===== src/rtl/demux_pkg.sv =====
// Shared constants and helpers for the phy_rx round-robin demux.
// Mask and clamp helpers are sized generously; callers narrow them.
package demux_pkg;

  localparam int WIDTH_DFLT = 8;
  localparam int LANES_DFLT = 4;
  localparam int MAX_LANES  = 32;

  function automatic logic [MAX_LANES-1:0] lane_mask(
    input int unsigned n
  );
    logic [MAX_LANES-1:0] m;
    m = '0;
    for (int unsigned i = 0; i < MAX_LANES; i++) begin
      m[i] = (i < n);
    end
    return m;
  endfunction

  function automatic int unsigned clamp_lanes(
    input int unsigned la,
    input int unsigned lanes
  );
    return (la == 0 || la > lanes) ? lanes : la;
  endfunction

endpackage


===== src/rtl/demux_lane_ctrl.sv =====
// Lane index / frame length tracking for the round-robin demux.
// Emits per-lane capture enables plus full and flush strobes.
module demux_lane_ctrl
  import demux_pkg::*;
#(
  parameter  int LANES = LANES_DFLT,
  localparam int IDX_W = $clog2(LANES)
) (
  input  logic             clk,
  input  logic             rst_n,
  input  logic             valid_in,
  input  logic [IDX_W:0]   lanes_active,
  output logic [LANES-1:0] cap_en,
  output logic             emit_full,
  output logic             emit_flush,
  output logic [IDX_W-1:0] idx,
  output logic [IDX_W:0]   n_eff
);

  logic [IDX_W-1:0] idx_q, idx_d;
  logic [IDX_W:0]   n_act_q, n_act_d;
  logic [IDX_W:0]   n_clamp;
  logic [IDX_W:0]   idx_nx;
  logic             idle;

  assign idle    = (idx_q == '0);
  assign n_clamp = (IDX_W+1)'(clamp_lanes(32'(lanes_active), LANES));
  assign idx_nx  = {1'b0, idx_q} + (IDX_W+1)'(1);
  assign idx     = idx_q;

  // Frame length is taken live on the first word so n_act==1 emits at once.
  always_comb begin
    n_eff      = idle ? n_clamp : n_act_q;
    cap_en     = '0;
    emit_full  = 1'b0;
    emit_flush = 1'b0;
    idx_d      = idx_q;
    n_act_d    = n_act_q;
    if (valid_in) begin
      cap_en[idx_q] = 1'b1;
      if (idle) n_act_d = n_clamp;
      if (idx_nx == n_eff) begin
        emit_full = 1'b1;
        idx_d     = '0;
      end else begin
        idx_d = idx_nx[IDX_W-1:0];
      end
    end else if (!idle) begin
      emit_flush = 1'b1;
      idx_d      = '0;
    end
  end

  always_ff @(posedge clk or negedge rst_n) begin
    if (!rst_n) begin
      idx_q   <= '0;
      n_act_q <= (IDX_W+1)'(LANES);
    end else begin
      idx_q   <= idx_d;
      n_act_q <= n_act_d;
    end
  end

endmodule


===== src/rtl/demux_1xn_rr.sv =====
// 1-to-N round-robin word demultiplexer with registered frame output.
// Gaps in the input flush a partially filled frame.
module demux_1xn_rr
  import demux_pkg::*;
#(
  parameter  int WIDTH = WIDTH_DFLT,
  parameter  int LANES = LANES_DFLT,
  localparam int IDX_W = $clog2(LANES)
) (
  input  logic                   clk,
  input  logic                   reset_L,
  input  logic                   valid_in,
  input  logic [WIDTH-1:0]       data_in,
  input  logic [IDX_W:0]         lanes_active,
  output logic [LANES-1:0]       valid_out,
  output logic [LANES*WIDTH-1:0] data_out,
  output logic                   frame_out,
  output logic                   flush_out
);

  logic [LANES-1:0] cap_en;
  logic             emit_full;
  logic             emit_flush;
  logic [IDX_W-1:0] idx;
  logic [IDX_W:0]   n_eff;

  demux_lane_ctrl #(
    .LANES(LANES)
  ) u_ctrl (
    .clk         (clk),
    .rst_n       (reset_L),
    .valid_in    (valid_in),
    .lanes_active(lanes_active),
    .cap_en      (cap_en),
    .emit_full   (emit_full),
    .emit_flush  (emit_flush),
    .idx         (idx),
    .n_eff       (n_eff)
  );

  logic [WIDTH-1:0]       stage_q [LANES];
  logic [WIDTH-1:0]       stage_d [LANES];
  logic [LANES*WIDTH-1:0] data_q, data_d;
  logic [LANES-1:0]       valid_q, valid_d;
  logic                   frame_q, frame_d;
  logic                   flush_q, flush_d;
  logic [LANES-1:0]       mask_full;
  logic [LANES-1:0]       mask_fl;

  assign mask_full = LANES'(lane_mask(32'(n_eff)));
  assign mask_fl   = LANES'(lane_mask(32'(idx)));

  // The closing word is bypassed straight into its lane of the frame.
  always_comb begin
    for (int i = 0; i < LANES; i++) begin
      stage_d[i] = cap_en[i] ? data_in : stage_q[i];
    end
    data_d  = data_q;
    valid_d = '0;
    frame_d = emit_full;
    flush_d = emit_flush;
    if (emit_full) begin
      valid_d = mask_full;
      for (int i = 0; i < LANES; i++) begin
        if (!mask_full[i])
          data_d[i*WIDTH +: WIDTH] = '0;
        else if (IDX_W'(i) == idx)
          data_d[i*WIDTH +: WIDTH] = data_in;
        else
          data_d[i*WIDTH +: WIDTH] = stage_q[i];
      end
    end else if (emit_flush) begin
      valid_d = mask_fl;
      for (int i = 0; i < LANES; i++) begin
        data_d[i*WIDTH +: WIDTH] = mask_fl[i] ? stage_q[i] : '0;
      end
    end
  end

  always_ff @(posedge clk or negedge reset_L) begin
    if (!reset_L) begin
      for (int i = 0; i < LANES; i++) stage_q[i] <= '0;
      data_q  <= '0;
      valid_q <= '0;
      frame_q <= 1'b0;
      flush_q <= 1'b0;
    end else begin
      for (int i = 0; i < LANES; i++) stage_q[i] <= stage_d[i];
      data_q  <= data_d;
      valid_q <= valid_d;
      frame_q <= frame_d;
      flush_q <= flush_d;
    end
  end

  assign data_out  = data_q;
  assign valid_out = valid_q;
  assign frame_out = frame_q;
  assign flush_out = flush_q;

endmodule


===== config.mk =====
export PLATFORM = sky130hd
export DESIGN_NAME = demux_1xn_rr
export DESIGN_NICKNAME = d
export VERILOG_FILES = /design/src/rtl/demux_pkg.sv /design/src/rtl/demux_lane_ctrl.sv /design/src/rtl/demux_1xn_rr.sv
export SDC_FILE = /design/constraint.sdc
export NUM_CORES = 1
export LEC_CHECK = 0
export BUFFER_PORTS_ARGS = -buffer_cell sky130_fd_sc_hd__buf_2
export CORE_ASPECT_RATIO = 1.25
export CORE_MARGIN = 1
export CORE_UTILIZATION = 60
export CTS_CLUSTER_DIAMETER = 50
export CTS_CLUSTER_SIZE = 40
export DETAILED_ROUTE_END_ITERATION = 12
export GPL_TIMING_DRIVEN = 1
export HOLD_SLACK_MARGIN = 0.05
export PLACE_DENSITY = 0.83
export SETUP_SLACK_MARGIN = 0.4
export SLEW_MARGIN = 40
export SYNTH_ARGS = -nofsm -noshare
export SYNTH_HDL_FRONTEND = slang
export SYNTH_HIERARCHICAL = 1
export SYNTH_SLANG_ARGS = --single-unit
export TNS_END_PERCENT = 30

===== constraint.sdc =====
create_clock -name clk -period 5.5 [get_ports clk]
set_input_delay 0.55 -clock clk [delete_from_list [all_inputs] [get_ports clk]]
set_output_delay 0.55 -clock clk [all_outputs]
set_load 0.005 [all_outputs]

Word-level counts from Yosys, hierarchy flattened. Index checks and enable logic that the tools add are counted.

Flip-flop bits (word level): 75. Input port bits: 14. Logic and storage cells: 58.

Add/sub/neg operators: 1. $lt $le $gt $ge: 10. Eq/ne operators: 5. Multiplexer cells: 27. Reductions and logical operators: 5.

Operators with widths (number): $mux W8 (11); $mux W32 (2); $mux W3 (3); $mux W4 (2); $lt A1 B3 Y1 const A (2); $lt A2 B3 Y1 const A (2); $mux W2 (3); $mux W1 (5); $eq A2 B2 Y1 const A (2); $lt A1 B2 Y1 const A (2); $add A2 B1 Y3 const B (1); $eq A3 B3 Y1 (1); $gt A3 B3 Y1 const B (1); $logic_not A3 Y1 (1); $lt A2 B3 Y1 const B (1); $demux W1 S2 (1); $eq A1 B2 Y1 const A (1); $ge A2 B1 Y1 const B (1); $logic_not A2 Y1 (1); $lt A2 B2 Y1 const A (1); $ne A2 B2 Y1 const B (1); $reduce_bool A2 Y1 (1); $logic_and A1 B1 Y1 (1); $logic_or A1 B1 Y1 (1).

Logic depth before layout (Yosys ltp). Gate-level depths: netlist of run 1.

Word-level depth: 8. Gate-level depth with buffers: 12. Depth with buffers taken out: 10.

By module. The synthesis of run 1 kept the hierarchy.

By module, submodules not included: demux_1xn_rr (times used 1, cells each 267, area each 3121.7 um2, sequential area each 1751.7 um2); demux_lane_ctrl (times used 1, cells each 46, area each 454.2 um2, sequential area each 126.4 um2).

Worst setup path after synthesis of run 1. No wires, ideal clock.

Path kind: input port to flip-flop. Start: input lanes_active[1]. End: register data_q[16], in the netlist data_out[16]. Library setup time: 0.127 ns. Arrival time: 2.483 ns. Required time: 5.373 ns. Slack: 2.890 ns. Cell stages on the path: 10. Path buffers: 1. Path through: or2_1 -> ha_1 -> nor2b_1 -> mux2i_4 -> xor2_1 -> and4_1 -> clkbuf_1 -> nor2_4 -> a221oi_1 -> nor2_1.

Cells in the longest elaborated chain, start to end: 8.

RTL lines: start, declared (line demux_1xn_rr.sv:14) `input logic [IDX_W:0] lanes_active,`; $gt A3 B3 Y1 or $logic_not A3 Y1 (tied branches) (line demux_pkg.sv:24) `return (la == 0 || la > lanes) ? lanes : la;`; $logic_or A1 B1 Y1 (line demux_pkg.sv:24); $mux W3 * (line demux_pkg.sv:24); $mux W3 * (line demux_lane_ctrl.sv:33) `n_eff = idle ? n_clamp : n_act_q;`; $eq A3 B3 Y1 * (line demux_lane_ctrl.sv:42) `if (idx_nx == n_eff) begin`; $mux W1 * (line demux_lane_ctrl.sv:42); $mux W1 * (line demux_lane_ctrl.sv:39) `if (valid_in) begin`; named net emit_full (line demux_1xn_rr.sv:22) `logic emit_full;`; $mux W32 or $reduce_bool A2 Y1 (tied branches); end signal, assigned (line demux_1xn_rr.sv:89) `data_q <= data_d;`; end, declared (line demux_1xn_rr.sv:43) `logic [LANES*WIDTH-1:0] data_q, data_d;`.

Mark *: on every way through the listed nets, which the timed path passes. The rest lies on a longest branch. A chain may end at the register's enable or synchronous reset.

Worst setup path in the final report of run 1.
Start: register u_ctrl.idx_q[1], in the netlist u_ctrl/idx[1]. End: register data_q[6], in the netlist data_out[6].

Cells in the longest elaborated chain, start to end: 6.

RTL lines: start, declared (line demux_lane_ctrl.sv:20) `logic [IDX_W-1:0] idx_q, idx_d;`; start signal, assigned (line demux_lane_ctrl.sv:59) `idx_q <= idx_d;`; parallel branches: the longest is 2 deep, another holds $add A2 B1 Y3; $eq A3 B3 Y1 * (line demux_lane_ctrl.sv:42); $mux W1 * (line demux_lane_ctrl.sv:42); $mux W1 * (line demux_lane_ctrl.sv:39); named net emit_full (line demux_1xn_rr.sv:22); $mux W32 or $reduce_bool A2 Y1 (tied branches).

Mark *: on every way through the listed nets, which the timed path passes. The select of a mux whose other input is x is not followed.

==> results of run 1 <==
[registers in the layout (all words and copies together), names as in the netlist]
register	count
valid_out	4
u_ctrl/idx	2
data_out	32
flush_out	1
frame_out	1
u_ctrl/n_act_q	3
stage_q	32
[where the power goes]
part,switching [mW],leakage (nW),total [mW],internal [mW]
registers,0.170,0.929,0.985,0.816
logic,0.580,0.957,1.10,0.523
clock network,0.193,0.115,0.496,0.303
[synthesized netlist by cell type (2+ instances only)]
library cell,number
mux2_1,5
nand2_1,30
a221oi_1,4
dfrtp_1,74
clkbuf_1,9
nor2_1,28
o21ai_1,18
o21ai_0,3
inv_1,7
mux2_2,32
nor2b_1,3
and2_1,3
or2_1,3
a221oi_2,4
mux2_4,5
buf_6,2
inv_2,2
mux2i_1,17
buf_2,6
o22a_1,8
ha_1,5
a21oi_1,18
and3_1,8
o22ai_1,2
nor3_1,2
[logic make-up (layout without fill, tap and decap cells)]
logic type	after synthesis	count (layout)	synth area share, %
AOI/OAI and AO/OA	60	60	11.3
DFF	75	75	52.5
muxes	60	60	19.1
xor gates and xnor gates	3	3	0.945
buffers and inverters	27	79	3.53
adders and majority gates	5	5	1.75
and+or+nand+nor	83	83	10.8
[layer usage]
layer	wire length, µm	track usage (%)
met4	105	10.7
met5	0	0
met1	3350	32.7
met2	3790	41.8
met3	247	4.33
[path summary, 6_finish.rpt]
| check | from | end | slack (ns) |
|---|---|---|---|
| worst min-delay path | reset_L | data_out[16] | 0.31 |
| max in group asynchronous | reset_L | stage_q[24] | 4.73 |
| min in group clk | data_out[30] | data_out[30] | 0.48 |
| worst min register to register | data_out[30] | data_out[30] | 0.48 |
| worst max register to register | u_ctrl/idx[1] | data_out[6] | 1.71 |
| worst max-delay path | u_ctrl/idx[1] | data_out[6] | 1.71 |
[metrics by stage]
| stage | cells | hold WS [ns] | power [mW] |
|---|---|---|---|
| floorplan | 313 | 0.254 | 1.79 |
| global placement | 415 | 0.463 | 2.02 |
| detailed placement | 415 | 0.471 | 2.09 |
| CTS | 431 | 0.335 | 2.59 |
| global route | 431 | 0.363 | 2.75 |
| finish | 431 | 0.307 | 2.58 |
[critical path, delay by kind of cell, from the launching register on]
kind | cells | cell delay, ns
xor gates and xnor gates | 1 | 0.23
AOI/OAI and AO/OA | 1 | 0.23
and+or+nand+nor | 3 | 1.77
adders and majority gates | 1 | 0.38
muxes | 1 | 0.33
buffers and inverters | 1 | 0.17
DFF | 1 | 0.59
[layout make-up]
cell class	count	area, µm²	share of cell area (%)
clock inverters	4	98.8	2.42
well taps	66	82.6	2.02
multi-input cells	211	1570	38.6
repair buffers	53	274	6.71
inverters	10	40.0	0.981
clock buffers	12	135	3.31
flip-flops and latches	75	1880	46.0
==> results.txt, run 1 <==
The run finished, with violations left. The checks that failed: design-rule violations. The die boundary width is 71.1 µm. Mean cell area of the mapped netlist: 11.4 µm². After synthesis, the cell types taking the most area are dfrtp_1 52%, mux2_2 10%, mux2i_1 4.8%, nand2_1 3.1%, nor2_1 2.9%.

The share of the cycle needed by the critical path after routing is 68.9%. The library cell used most frequently in the layout, excluding fill and tap cells, is dfrtp_1. For the clock latency on the worst-skew pair, the log shows 0.34 ns.

In this run the tightest slew margin relative to its limit is 44.4%. Buffers placed on the I/O ports in this run total 51. The run gives 52 as the count of boundary I/O pins. STA classifies the critical path endpoint as a flip-flop. The highest cell delay on the worst timing path came out at 0.76 ns.

The run gives 9 as the number of clock buffers inserted by TritonCTS. Synthesis produced a netlist with a net count of 332. The initial core utilization is 61.9%, and the setup slack of the critical path after layout is 1.71 ns. Cell type with the highest aggregate area in the netlist: dfrtp_1. The number of levels in the clock H-tree is 3. Measured on the finished design, the core utilization comes to 70.6%.

Post-CTS setup repair buffer count: 0. The critical path startpoint category was a flip-flop. Of the cells placed in the final design, the portion with a size suffix greater than 1 is 32.6%.

After detailed routing, the number of remaining DRC violations is 3. The final wirelength was 7490 µm; the via count of the first global-routing pass was 2367. The run gives 223 as the detailed router's first-iteration violation count. The post-synthesis sequential element count is 75. The die height works out to 88.3 µm.

For the worst setup path, the data arrival time is 4.05 ns. The final critical delay including setup and external delays is 3.79 ns. For this run, the post-layout net count is 379. After global routing the overflow that remains totals 0. The clock drives 75 sinks.

For the count of final max-slew check failures, the log shows 0. The final weighted congestion in routability-driven placement was 0.887; the area of all placed cells without fillers was 0.00408 mm². The fraction of registers with async set or reset after synthesis was 100%; the final antenna-violating net count was 0.

The run gives 0 as the initial antenna violation count. The tools report the top achievable clock speed as 264 MHz. The actual transition at the worst max-transition pin was 0.831 ns; the maximum count of clock buffers along a single path was 2. For the global-route wire length before repair, the log shows 11700 µm.

For this design, the CTS-stage hold fixing added 0 buffers. In this run the static leakage power is 2.00 nW. In the layout the commonest cells are 74 x dfrtp_1, 51 x buf_2, 32 x mux2_2, 30 x nand2_1, 28 x nor2_1. For this design the ratio of total power to cell area is 633 mW/mm².

Detailed placement finished with a half-perimeter wire length of 4990 µm. For the final worst clock skew, the log shows 0.00792 ns. Before antenna repair, the detailed router went through 11 iterations.

At the worst endpoint, the required time is 5.76 ns. The cell area that synthesis handed to floorplanning was 0.00358 mm². The Yosys step of the flow raised 6 warnings.

Summed over its instances, the top area cell type makes up 51.8% of the synthesized netlist area. Kind of path behind the tightest hold check: in2async. Summing the sequential cell areas from Yosys gives 52.5% of the chip area. CTS placed an instance of clkbuf_8 at the clock tree root.

The detailed router placed 2514 vias in this run. OpenSTA, run right after detailed placement, puts the worst setup slack at 1.72 ns. The worst setup path is of the reg2reg kind. The region available for standard cell placement spans 0.00578 mm². The signal on the critical path passes through inv_2 -> ha_1 -> mux2i_4 -> xor2_1 -> and4_1 -> or2_1 -> nand2_1 -> o21ai_1. 0 antenna diodes ended up in the layout. The hold violation count in the final report is 0, and the maximum vdd drop is 0.000359 V. In this run the core area contains 31 standard-cell rows. The die covers 0.00627 mm². The logs give 0 for the count of instances resized after the clock tree is built and 40 for the distinct cell type count of the synthesized netlist.

Using the TritonRoute via totals, the vias-per-cell ratio works out to 5.83. The critical path's slowest cell is and4_1. Final routed wire length divided by cell count: 17.4 µm. Compared with the post-synthesis result, the final layout area differs by 14.2%.

Global routing consumed, over all layers together, 25.0% of the routing resources. TritonCTS built the clock tree. The tools report the placement-stage cell area as 0.00385 mm².

Setup repair after global routing left no endpoint under its margin. The final setup violation count was 0. After routing, the total negative slack on setup checks comes to 0 ns. In this run the worst path has a maximum fanout of 24. The prevailing post-synth register cell was dfrtp_1.

Across the run, the number of max-cap violations was 0. Clock-pin slew was measured on the worst setup and hold paths at 0.08 ns. The depth of the worst register-to-register path was 8; the number of instances in the synthesized netlist was 313. Fill cells in the final layout number 437. The maximum number of pins on one net before global-route repair is 76, and the number of enable-type register cells in the synthesized netlist is 0.
(Power assumes the default switching activity.)
==> inputs of run 2 (changes only) <==
--- a/config.mk
+++ b/config.mk
@@ -5,16 +5,17 @@
 export SDC_FILE = /design/constraint.sdc
 export NUM_CORES = 1
 export LEC_CHECK = 0
+export ABC_AREA = 1
 export BUFFER_PORTS_ARGS = -buffer_cell sky130_fd_sc_hd__buf_2
 export CORE_ASPECT_RATIO = 1.25
 export CORE_MARGIN = 1
-export CORE_UTILIZATION = 60
+export CORE_UTILIZATION = 57
 export CTS_CLUSTER_DIAMETER = 50
 export CTS_CLUSTER_SIZE = 40
 export DETAILED_ROUTE_END_ITERATION = 12
 export GPL_TIMING_DRIVEN = 1
 export HOLD_SLACK_MARGIN = 0.05
-export PLACE_DENSITY = 0.83
+export PLACE_DENSITY = 0.79
 export SETUP_SLACK_MARGIN = 0.4
 export SLEW_MARGIN = 40
 export SYNTH_ARGS = -nofsm -noshare
==> constraint.sdc (replaced) <==
create_clock -name clk -period 3.8 [get_ports clk]
set_input_delay 0.38 -clock clk [delete_from_list [all_inputs] [get_ports clk]]
set_output_delay 0.38 -clock clk [all_outputs]
set_load 0.005 [all_outputs]
==> run 2 against run 1 <==
The flow now finishes without violations. Via count increased by 26%. Clock-buffer cell count shrank 2. Hold slack improved by 0.034 ns. Largest power group unchanged.
==> results.txt, run 2 <==
For the worst flop-to-flop path, the logic depth is 13. The post-synthesis sequential element count is 75. After synthesis, flip-flops and latches occupy 51.6% of the total area.

The logic depth of the worst setup path including buffers works out to 13. In this run the critical register-to-register path is launched from u_ctrl/idx[0]. The worst setup path is launched from a flip-flop. The maximum fanout encountered on the critical timing path is 16, and the final routed wire length divided by cell count is 13.7 µm. In this run the clock root is driven by a clkbuf_8. The largest family of logic cells by synthesized area is simple AND/OR/NAND/NOR gates. In the routed design, unresolved DRC markers number 0. Ranked by total cell area, the synthesized netlist is headed by dfrtp_1 51%, nand2_1 14%, o21ai_0 6.7%, nor2_1 5.4%, inv_1 5.0%.

Max-cap check violation count: 0. The via density per instance was 5.23. The worst hold path begins at valid_in.

The post-synthesis instance area was 0.00364 mm². Measured against the total synthesized area, the mux share comes to 0%. Of all cell types, the one taking the most synthesized area is dfrtp_1. The post-route core utilization is 67.7%, and the share of the cycle needed by the critical path after routing is 78.7%. After clock tree synthesis, the setup repair step added 0 buffers. The run gives 52 as the count of boundary I/O pins.

For this run the aggregate overflow at the end of global routing stands at 0. The count of final max-slew check failures was 0; the data arrival time at the worst-slack endpoint was 3.23 ns. The global-route wire length before repair was 14300 µm; the count of input and output buffers was 51.

At the later pin of the worst-skew pair, clock insertion delay measures 0.35 ns. Summing the areas of all and, or, nand and nor instances in the mapped netlist gives 26.2% of the synthesized area. In this run the vertical extent of the chip is 91.3 µm.

The tools report the sort of element at the end of the critical path as a flip-flop. The floorplan row count came out at 32. The clock passes through at most 2 buffers. The final setup TNS came out at 0 ns.

The launching element of the worst setup path was u_ctrl/idx[0]. For this design the ratio of total power to cell area is 833 mW/mm². The run gives 3061 as the via count of the first global-routing pass.

The run gives 9 as the number of clock buffers inserted by TritonCTS. The via count is 3173, and the final antenna-violating net count is 0. By count the netlist is led by 133 x nand2_1, 74 x dfrtp_1, 52 x nor2_1, 49 x o21ai_0, 48 x inv_1. Global-route total usage across every layer: 28.1%.

By instance count, the leading cell after synthesis is nand2_1. The run gives 0 as the initial antenna violation count. For the final database, setup skew stands at 0.00747 ns. Number of enable-type register cells in the synthesized netlist: 0. The adder-cell area share of the yosys netlist is 1.72%, and the maximum number of pins on one net before global-route repair is 45. The tools report the layout filler cell count as 547.

The die covers 0.00671 mm². For the setup slack at placement, the log shows 0.829 ns. For this block, the initial DRC count from the detailed router was 244. The area fraction of the dominant cell type after synthesis is 50.9%, and the initial core utilization is 59.0%. The worst pin sits at a relative slew slack of 59.6%.

Synthesis produced a netlist whose cell count is 467. The area of the core is 0.00617 mm², and the sum of buffers and inverters on the critical path is 3. Setup slack on the critical path of the routed design comes to 0.811 ns. IR analysis of the VDD net gives a maximum drop of 0.000428 V.

After clock tree synthesis, the clock-pin slew on the worst setup and hold paths is 0.08 ns. For this run, the leading register cell type out of synthesis is dfrtp_1. The design draws 3.48 mW.

Summing the areas of all compound-gate instances in the mapped netlist gives 12.2% of the synthesized area. Traced cell by cell, the critical path runs through inv_1 -> ha_1 -> nand2_1 -> o21ai_1 -> nand2_1 -> nand2_1 -> nand3_2 -> nor2_1 -> buf_4 -> nor2_2 -> inv_1 -> nor2_1 -> a21oi_1. The area of all placed cells without fillers is 0.00418 mm².

The fraction of layout cells with a size suffix above 1 is 17.4%, and the distinct cell type count of the synthesized netlist is 24. The tightest min-delay check is of the in2reg type. The worst hold path passes through 3 cells.

Dividing the synthesized area by the synthesized cell count gives 7.79 µm². For the pin with the worst max-slew slack, the measured transition is 0.605 ns. The number of detailed-routing iterations run before antenna repair was 5; the clock sink count was 75.

During synthesis, Yosys emitted a total of 6 warnings. The library cells used most frequently in the layout, excluding fill and tap cells, are 133 x nand2_1, 73 x dfrtp_1, 52 x nor2_1, 51 x buf_2, 49 x o21ai_0. Routability-driven placement finished with a final weighted congestion of 0.943.

The run finished with clean final reports. In the final design database the tool counted 536 nets. In this run the static leakage power is 2.19 nW.

The largest single stage delay on the critical path is 0.62 ns. The tools report the final wirelength as 8330 µm. The area growth from synthesis to layout is 14.8%. Broken down by cell family, the worst path's largest delay share belongs to simple AND/OR/NAND/NOR gates.

Setup repair after global routing left no endpoint under its margin. The number of antenna diodes in the final layout is 0. The required time of the critical path was 4.04 ns.

The largest individual stage delay along the critical path comes from the cell dfrtp_1. For the number of nets in the synthesized netlist, the log shows 486. Slack of the worst reg-to-reg path: 0.81 ns. The tools report the hold violation count in the final report as 0. In this run the cell area measured after placement is 0.00393 mm².

Setup violations remaining at the end of the flow were counted as 0. The top achievable clock speed is 335 MHz, and the area share of xor/xnor cells in the synthesized design is 0%. The run gives 5800 µm as the detailed placer's ending HPWL.

The final critical delay including setup and external delays came out at 2.99 ns. By instance count, the cell type seen most on the critical path is nand2_1. The die boundary width is 73.5 µm. The fraction of registers with async set or reset after synthesis was 100%. TritonCTS built the clock tree. The critical path in this run is classified as reg2reg. The run gives 3 as the number of levels in the clock H-tree. The most common cell after layout, fill and taps aside was nand2_1.
## run 2: tightest hold or removal path, stage by stage
cell,delay [ns]
buf_2,0.15
nand2_1,0.08
nand2_1,0.04
## run 2: worst paths after layout
path / end
setup / recovery: data_out[8]
hold / removal: u_ctrl/n_act_q[1]
setup reg to reg: data_out[8]
hold reg to reg: u_ctrl/n_act_q[1]
max in group asynchronous: u_ctrl/n_act_q[2]
min in group asynchronous: data_out[17]
## run 2: through the flow
stage	cells	hold WS, ns
floorplan	467	0.0844
global placement	589	0.463
detailed placement	589	0.465
CTS	605	0.106
global route	607	0.357
finish	607	0.341
## run 2: what timing repair did
| action | in CTS | in global routing |
|---|---|---|
| setup endpoints to repair | 0 | 1 |
| gates resized for setup | 0 | 1 |
| endpoints found under the hold margin | 0 | 6 |
| hold buffers | 0 | 1 |
## run 2: layout make-up
| cell class | instances | area, µm² | area share [%] |
|---|---|---|---|
| well taps | 85 | 106 | 2.55 |
| multi-input cells | 320 | 1460 | 35.0 |
| flip-flops and latches | 75 | 1880 | 45.0 |
| clock buffers | 10 | 138 | 3.30 |
| clock inverters | 6 | 71.3 | 1.71 |
| repair buffers | 56 | 315 | 7.55 |
| inverters | 55 | 206 | 4.94 |
## run 2: cells by family (layout without fill, tap and decap cells)
| family | after synthesis | after routing |
|---|---|---|
| and+or+nand+nor | 227 | 227 |
| DFF | 75 | 75 |
| buffers and inverters | 72 | 127 |
| AOI/OAI and AO/OA | 88 | 88 |
| adders and majority gates | 5 | 5 |
## run 2: where the power goes
group / internal [mW] / total, mW / switching [mW] / leakage [nW]
clock network: 0.327 / 0.640 / 0.313 / 0.0995
logic: 0.528 / 1.42 / 0.897 / 1.16
registers: 1.19 / 1.41 / 0.229 / 0.933
## run 2: layer usage
metal	up-vias	share of wire, %	track usage (%)
met4	0	2.4	11.7
met2	129	48	44.6
met1	1453	43	37.2
li1	1572	-	-
met3	19	6.6	5.55
met5	-	0	0
